`config.mk`:
```
export PLATFORM = sky130hd
export DESIGN_NAME = pragmatic_seq_pe
export DESIGN_NICKNAME = d
export VERILOG_FILES = /design/src/rtl/pragmatic_seq_pe.sv
export SDC_FILE = /design/constraint.sdc
export NUM_CORES = 2
export LEC_CHECK = 0
export ABC_AREA = 1
export CORE_ASPECT_RATIO = 0.75
export CORE_MARGIN = 2
export CORE_UTILIZATION = 55
export CTS_BUF_LIST = sky130_fd_sc_hd__clkbuf_4 sky130_fd_sc_hd__clkbuf_8 sky130_fd_sc_hd__clkbuf_16
export DETAILED_ROUTE_END_ITERATION = 12
export GPL_ROUTABILITY_DRIVEN = 0
export PLACE_DENSITY = 0.76
export SETUP_SLACK_MARGIN = 0.2
export SLEW_MARGIN = 40
export SYNTH_ARGS = -nofsm -noshare
export SYNTH_HDL_FRONTEND = slang
export SYNTH_SLANG_ARGS = --single-unit
export TNS_END_PERCENT = 100
```
`constraint.sdc`:
```
create_clock -name clk -period 15.5 [get_ports clk]
set_clock_uncertainty 0.05 [all_clocks]
set_input_delay 2.325 -clock clk [delete_from_list [all_inputs] [get_ports clk]]
set_output_delay 2.325 -clock clk [all_outputs]
set_load 0.03 [all_outputs]
```
`src/rtl/pragmatic_seq_pe.sv`:
```
// Pragmatic-style essential-bit PE. Each lane's weight magnitude is walked MSB-first, one set bit per cycle.
// Partial sums accumulate across vectors until the last vector, then the dot product is offered on valid/ready.
module pragmatic_seq_pe #(
    parameter int DATA_WIDTH = 8,
    parameter int VEC_LENGTH = 16,
    parameter int ACC_WIDTH  = 2*DATA_WIDTH+8,
    parameter int CNT_WIDTH  = 16
) (
    input  logic                         clk,
    input  logic                         reset,
    input  logic                         in_valid,
    output logic                         in_ready,
    input  logic                         in_last,
    input  logic signed [DATA_WIDTH-1:0] act_in [VEC_LENGTH],
    input  logic signed [DATA_WIDTH-1:0] wgt_in [VEC_LENGTH],
    output logic                         out_valid,
    input  logic                         out_ready,
    output logic signed [ACC_WIDTH-1:0]  result,
    output logic [CNT_WIDTH-1:0]         run_cycles
);

    localparam int PW = (DATA_WIDTH > 1) ? $clog2(DATA_WIDTH) : 1;

    typedef enum logic [1:0] {IDLE, RUN, OUT} state_t;

    state_t                       state;
    logic signed [ACC_WIDTH-1:0]  act_q    [VEC_LENGTH];
    logic [DATA_WIDTH-1:0]        mag_q    [VEC_LENGTH];
    logic                         neg_q    [VEC_LENGTH];
    logic                         last_q;
    logic signed [ACC_WIDTH-1:0]  acc;
    logic [CNT_WIDTH-1:0]         run_cnt;

    logic [PW-1:0]                msb_idx  [VEC_LENGTH];
    logic signed [ACC_WIDTH-1:0]  shifted  [VEC_LENGTH];
    logic signed [ACC_WIDTH-1:0]  term     [VEC_LENGTH];
    logic [DATA_WIDTH-1:0]        mag_next [VEC_LENGTH];
    logic signed [ACC_WIDTH-1:0]  sum;
    logic signed [ACC_WIDTH-1:0]  acc_next;
    logic [CNT_WIDTH-1:0]         cnt_next;
    logic                         all_clear;

    function automatic logic [PW-1:0] msb_index(input logic [DATA_WIDTH-1:0] m);
        msb_index = '0;
        for (int b = 0; b < DATA_WIDTH; b++) begin
            if (m[b]) msb_index = PW'(b);
        end
    endfunction

    // One essential bit per lane per cycle, summed by a flat adder tree.
    always_comb begin
        sum       = '0;
        all_clear = 1'b1;
        for (int i = 0; i < VEC_LENGTH; i++) begin
            msb_idx[i]  = msb_index(mag_q[i]);
            shifted[i]  = act_q[i] <<< msb_idx[i];
            term[i]     = '0;
            if (mag_q[i] != '0) term[i] = neg_q[i] ? -shifted[i] : shifted[i];
            mag_next[i] = mag_q[i] & ~(DATA_WIDTH'(1) << msb_idx[i]);
            if (mag_next[i] != '0) all_clear = 1'b0;
            sum = sum + term[i];
        end
        acc_next = acc + sum;
        cnt_next = (run_cnt == '1) ? run_cnt : run_cnt + 1'b1;
    end

    always_ff @(posedge clk or posedge reset) begin
        if (reset) begin
            state      <= IDLE;
            in_ready   <= 1'b1;
            out_valid  <= 1'b0;
            result     <= '0;
            run_cycles <= '0;
            acc        <= '0;
            run_cnt    <= '0;
            last_q     <= 1'b0;
            for (int i = 0; i < VEC_LENGTH; i++) begin
                act_q[i] <= '0;
                mag_q[i] <= '0;
                neg_q[i] <= 1'b0;
            end
        end else begin
            case (state)
                IDLE: begin
                    if (in_valid) begin
                        for (int i = 0; i < VEC_LENGTH; i++) begin
                            act_q[i] <= {{(ACC_WIDTH-DATA_WIDTH){act_in[i][DATA_WIDTH-1]}}, act_in[i]};
                            // Negating -2^(DW-1) wraps back to the same bits, which read as 2^(DW-1) unsigned.
                            mag_q[i] <= wgt_in[i][DATA_WIDTH-1] ? DATA_WIDTH'(-wgt_in[i])
                                                                : DATA_WIDTH'(wgt_in[i]);
                            neg_q[i] <= wgt_in[i][DATA_WIDTH-1];
                        end
                        last_q   <= in_last;
                        in_ready <= 1'b0;
                        state    <= RUN;
                    end
                end
                RUN: begin
                    acc     <= acc_next;
                    run_cnt <= cnt_next;
                    for (int i = 0; i < VEC_LENGTH; i++) mag_q[i] <= mag_next[i];
                    if (all_clear) begin
                        if (last_q) begin
                            result     <= acc_next;
                            run_cycles <= cnt_next;
                            acc        <= '0;
                            run_cnt    <= '0;
                            out_valid  <= 1'b1;
                            state      <= OUT;
                        end else begin
                            in_ready <= 1'b1;
                            state    <= IDLE;
                        end
                    end
                end
                OUT: begin
                    if (out_ready) begin
                        out_valid <= 1'b0;
                        in_ready  <= 1'b1;
                        state     <= IDLE;
                    end
                end
                default: begin
                    out_valid <= 1'b0;
                    in_ready  <= 1'b1;
                    state     <= IDLE;
                end
            endcase
        end
    end

endmodule

```
==> impl_metrics.prom <==
# TYPE chip_impl_metric gauge
chip_impl_metric{name="worstMarginPinSlew",unit="ns"} 0.987
chip_impl_metric{name="grt_first_pass_wirelength",unit="microns"} 208000
chip_impl_info{name="synth_area_leaders",value="sky130_fd_sc_hd__dfrtp_1 (22%), sky130_fd_sc_hd__fa_1 (16%), sky130_fd_sc_hd__nand2_1 (14%), sky130_fd_sc_hd__inv_1 (8.9%), sky130_fd_sc_hd__nand3_1 (7.8%)"} 1
chip_impl_metric{name="io_pins",unit=""} 303
chip_impl_metric{name="overflow_after_grt",unit=""} 0
chip_impl_metric{name="synth_async_sr_flop_share",unit="%"} 100
chip_impl_metric{name="worst_ep_required_time",unit="ns"} 15.89
chip_impl_metric{name="layout-drive-gt1-share",unit="%"} 6.44
chip_impl_info{name="end_kind",value="register"} 1
chip_impl_metric{name="max_cap_violations",unit=""} 0
chip_impl_info{name="worst_path_cell_with_the_longest_stage_delay",value="sky130_fd_sc_hd__nor2_1"} 1
chip_impl_metric{name="drt_pass1_iterations",unit=""} 7
chip_impl_info{name="hold-path-endpoint",value="in_ready"} 1
chip_impl_metric{name="fin_crit_sh",unit="%"} 60.3
chip_impl_metric{name="cts_resized",unit=""} 0
chip_impl_info{name="start_kind",value="register"} 1
chip_impl_metric{name="cts.htree.levels",unit=""} 2
chip_impl_info{name="cts_tree",value="done"} 1
chip_impl_metric{name="wirelength",unit="microns"} 132000
chip_impl_metric{name="cts.sink_count",unit=""} 357
chip_impl_metric{name="route.vias.total",unit=""} 41900
chip_impl_metric{name="reg2reg_slack",unit="ns"} 6.16
chip_impl_info{name="min-delay-start",value="in_ready"} 1
chip_impl_metric{name="synth.yosys.seq_area_share",unit="%"} 21.6
chip_impl_metric{name="grt_start_max_net_pins",unit=""} 137
chip_impl_metric{name="die_h",unit="microns"} 241
chip_impl_info{name="reg2reg_from",value="mag_q[7]"} 1
chip_impl_metric{name="post-cts-setup-buffer-count",unit=""} 0
chip_impl_metric{name="drv_slew",unit=""} 0
chip_impl_info{name="post-synth-top-count-cell",value="sky130_fd_sc_hd__nand2_1"} 1
chip_impl_metric{name="grt_pass1_vias",unit=""} 38000
chip_impl_metric{name="synth_seq_cells",unit=""} 357
chip_impl_metric{name="nNetsFinal",unit=""} 6946
chip_impl_metric{name="worstPathArrival",unit="ns"} 9.73
chip_impl_metric{name="syn_inst",unit=""} 6113
chip_impl_metric{name="synth_fp_nets",unit=""} 6770
chip_impl_metric{name="yosysTopAreaCellShare",unit="%"} 21.6
chip_impl_metric{name="ys_types",unit=""} 62
chip_impl_metric{name="synth-edff-count",unit=""} 0
chip_impl_metric{name="rows",unit=""} 87
chip_impl_info{name="rsz0062_at_grt",value="false"} 1
chip_impl_info{name="startpoint_to_endpoint_class_of_the_critical_path",value="reg2reg"} 1
chip_impl_metric{name="floorplan.die_area",unit="sq um"} 77400
chip_impl_metric{name="dpl.hpwl",unit="microns"} 105000
chip_impl_metric{name="hold-worst-slack",unit="ns"} 0.417
chip_impl_metric{name="fin_setup_tns",unit="ns"} 0
chip_impl_metric{name="drt_iter0_markers",unit=""} 5523
chip_impl_metric{name="grt_util_all_layers",unit="%"} 33.9
chip_impl_metric{name="layout_min_cycle_time",unit="ns"} 9.34
chip_impl_info{name="worst_hold_path_type",value="reg2reg"} 1
chip_impl_metric{name="timing.final.setup_violations",unit=""} 0
chip_impl_metric{name="route.antenna.remaining_nets",unit=""} 0
chip_impl_info{name="yosysTopAreaCell",value="sky130_fd_sc_hd__dfrtp_1"} 1
chip_impl_metric{name="max_stage_delay",unit="ns"} 0.57
chip_impl_metric{name="floorplan.initialDensity",unit="%"} 55.3
chip_impl_metric{name="fillCellCount",unit=""} 6839
chip_impl_metric{name="clock_latency_at_the_later_pin_of_the_worst_skew_pair",unit="ns"} 0.61
chip_impl_metric{name="register_area",unit="sq um"} 8930
chip_impl_info{name="dominantRegCellSynth",value="sky130_fd_sc_hd__dfrtp_1"} 1
chip_impl_info{name="netlist_top_cells_count",value="sky130_fd_sc_hd__nand2_1 (1,556), sky130_fd_sc_hd__inv_1 (984), sky130_fd_sc_hd__nand3_1 (648)"} 1
chip_impl_info{name="timing.rr.end",value="acc[22]"} 1
chip_impl_info{name="clock-root-buffer",value="sky130_fd_sc_hd__clkbuf_16"} 1
chip_impl_metric{name="multiInputGateArea",unit="sq um"} 27500
chip_impl_metric{name="crit_fanout",unit=""} 15
chip_impl_metric{name="fmax",unit="MHz"} 107
chip_impl_metric{name="clock_path_buffers",unit=""} 3
chip_impl_metric{name="cts-buffers-inserted",unit=""} 41
chip_impl_metric{name="wl_per_cell",unit="microns"} 18.1
chip_impl_metric{name="design.core.area",unit="sq um"} 74800
chip_impl_metric{name="cts.hold.buffers_added",unit=""} 0
chip_impl_metric{name="drc_violations",unit=""} 0
chip_impl_metric{name="synth.cell_area",unit="sq um"} 41300
chip_impl_metric{name="syn_area_per_cell",unit="sq um"} 6.76
chip_impl_metric{name="cts.reportedPaths.clkPinSlew",unit="ns"} 0.06
chip_impl_metric{name="grt_antenna_before_repair",unit=""} 1
chip_impl_info{name="status",value="finished clean"} 1
chip_impl_metric{name="dieWidth",unit="microns"} 321
chip_impl_metric{name="io_buffer_count",unit=""} 302
chip_impl_metric{name="holdPathStages",unit=""} 2
chip_impl_metric{name="synthesis_warning_total",unit=""} 0
chip_impl_metric{name="count_of_final_hold_check_violations",unit=""} 0
chip_impl_metric{name="syn2layout_area_growth",unit="%"} 12.1
chip_impl_metric{name="vias_per_cell",unit=""} 5.75
chip_impl_metric{name="timing.max_slew.rel_slack",unit="%"} 33.6
chip_impl_metric{name="r2r_cells",unit=""} 35
-- worst max-delay path: cells and delay by family (launching register included) --
kind	cells	cell delay (ns)
XOR/XNOR	1	0.15
AO/OA/AOI/OAI	10	1.92
adder cells (fa/ha/maj)	8	3.75
buffers and inverters	5	0.66
AND/OR/NAND/NOR	11	2.24
flip-flops	1	0.39
-- layout make-up --
cell class | instances | area share [%]
flip-flops and latches | 357 | 19.3
inverters | 1076 | 8.76
clock inverters | 17 | 0.338
diodes | 1 | 0.00540
repair buffers | 321 | 7.03
well taps | 979 | 2.64
multi-input cells | 4492 | 59.4
clock buffers | 54 | 2.53
-- worst max path at each step --
stage	start	end	slack, ns
2_1_floorplan	reset	acc[0]	3.22
4_1_cts	mag_q[7]	acc[22]	6.42
6_report	mag_q[7]	acc[22]	6.16
3_3_place_gp	mag_q[68]	acc[23]	6.76
3_5_place_dp	mag_q[7]	acc[22]	6.46
5_1_grt	mag_q[7]	acc[22]	5.36
-- metrics by stage --
| stage | worst slack, ns | cells | util, % | area, sq um |
|---|---|---|---|---|
| after global routing | 5.36 | 7296 | 61.9 | 46300 |
| after CTS | 6.42 | 7292 | 61.8 | 46200 |
| final | 6.16 | 7297 | 62.0 | 46300 |
| after detailed placement | 6.46 | 7221 | 60.0 | 44900 |
| after floorplan | 3.22 | 6113 | - | 41300 |
| after global placement | 6.76 | 7220 | 60.0 | 44900 |
-- metal layers --
metal	up-vias	routed length, microns	track usage, %
met5	-	0	0
met4	0	3240	7.71
met3	203	15300	7.62
met2	2153	53800	49.1
met1	19600	59400	51.4
li1	19900	-	-
-- registers in the layout, summed over array words and instances, names as in the netlist --
register and cells:
acc 24, act_q 128, in_ready 1, last_q 1, mag_q 128, neg_q 16, out_valid 1, result 24
run_cnt 16, run_cycles 16, state 2
-- placed cells by master (no fill, tap or decap), types with 10 or more instances in the layout --
cell                              Yosys  final
sky130_fd_sc_hd__nand2_1           1556   1555
sky130_fd_sc_hd__inv_1              984    982
sky130_fd_sc_hd__nand3_1            648    648
sky130_fd_sc_hd__o21ai_0            405    405
sky130_fd_sc_hd__nor2_1             365    362
sky130_fd_sc_hd__dfrtp_1            356    356
sky130_fd_sc_hd__fa_1               333    333
sky130_fd_sc_hd__clkdlybuf4s50_1      0    302
sky130_fd_sc_hd__a21oi_1            210    209
sky130_fd_sc_hd__nor3_1             129    129
sky130_fd_sc_hd__nand2_2             94     94
sky130_fd_sc_hd__inv_2               75     76
sky130_fd_sc_hd__ha_1                63     63
sky130_fd_sc_hd__xor2_1              59     59
sky130_fd_sc_hd__o21ai_1             54     54
sky130_fd_sc_hd__o22ai_1             49     49
sky130_fd_sc_hd__o221ai_1            49     49
sky130_fd_sc_hd__nand4_1             41     41
sky130_fd_sc_hd__xnor2_1             41     41
sky130_fd_sc_hd__clkbuf_16            0     41
sky130_fd_sc_hd__a31oi_1             36     36
sky130_fd_sc_hd__o211ai_1            35     35
sky130_fd_sc_hd__nand3b_1            33     33
sky130_fd_sc_hd__nor2_2              32     33
sky130_fd_sc_hd__o31ai_1             32     31
sky130_fd_sc_hd__o21bai_1            22     22
sky130_fd_sc_hd__nand2_4             16     17
sky130_fd_sc_hd__nor2_4              15     17
sky130_fd_sc_hd__or2_2               16     16
sky130_fd_sc_hd__nand3_2             16     16
sky130_fd_sc_hd__clkinv_1            17     15
sky130_fd_sc_hd__a21oi_2             13     14
sky130_fd_sc_hd__a22oi_1             12     12
sky130_fd_sc_hd__nor4_1              13     12
sky130_fd_sc_hd__o21a_1              12     12
sky130_fd_sc_hd__nor3_2              11     11
sky130_fd_sc_hd__a22o_1              11     11
sky130_fd_sc_hd__o21ai_2             10     10
sky130_fd_sc_hd__a211oi_1            10     10
sky130_fd_sc_hd__buf_4                5     10
-- logic make-up after synthesis --
group                      Yosys count  share of synthesized area, %
AOI/OAI and AO/OA                  991                          14.1
buffers and inverters             1264                          11.9
xor gates and xnor gates           100                          2.12
adders and majority gates          396                          18.0
and+or+nand+nor                   3005                          32.2
DFF                                357                          21.6
Power is left out: the tool's default activity adds up to more than one toggle a clock period on the data nets, which glitch-free logic cannot reach.
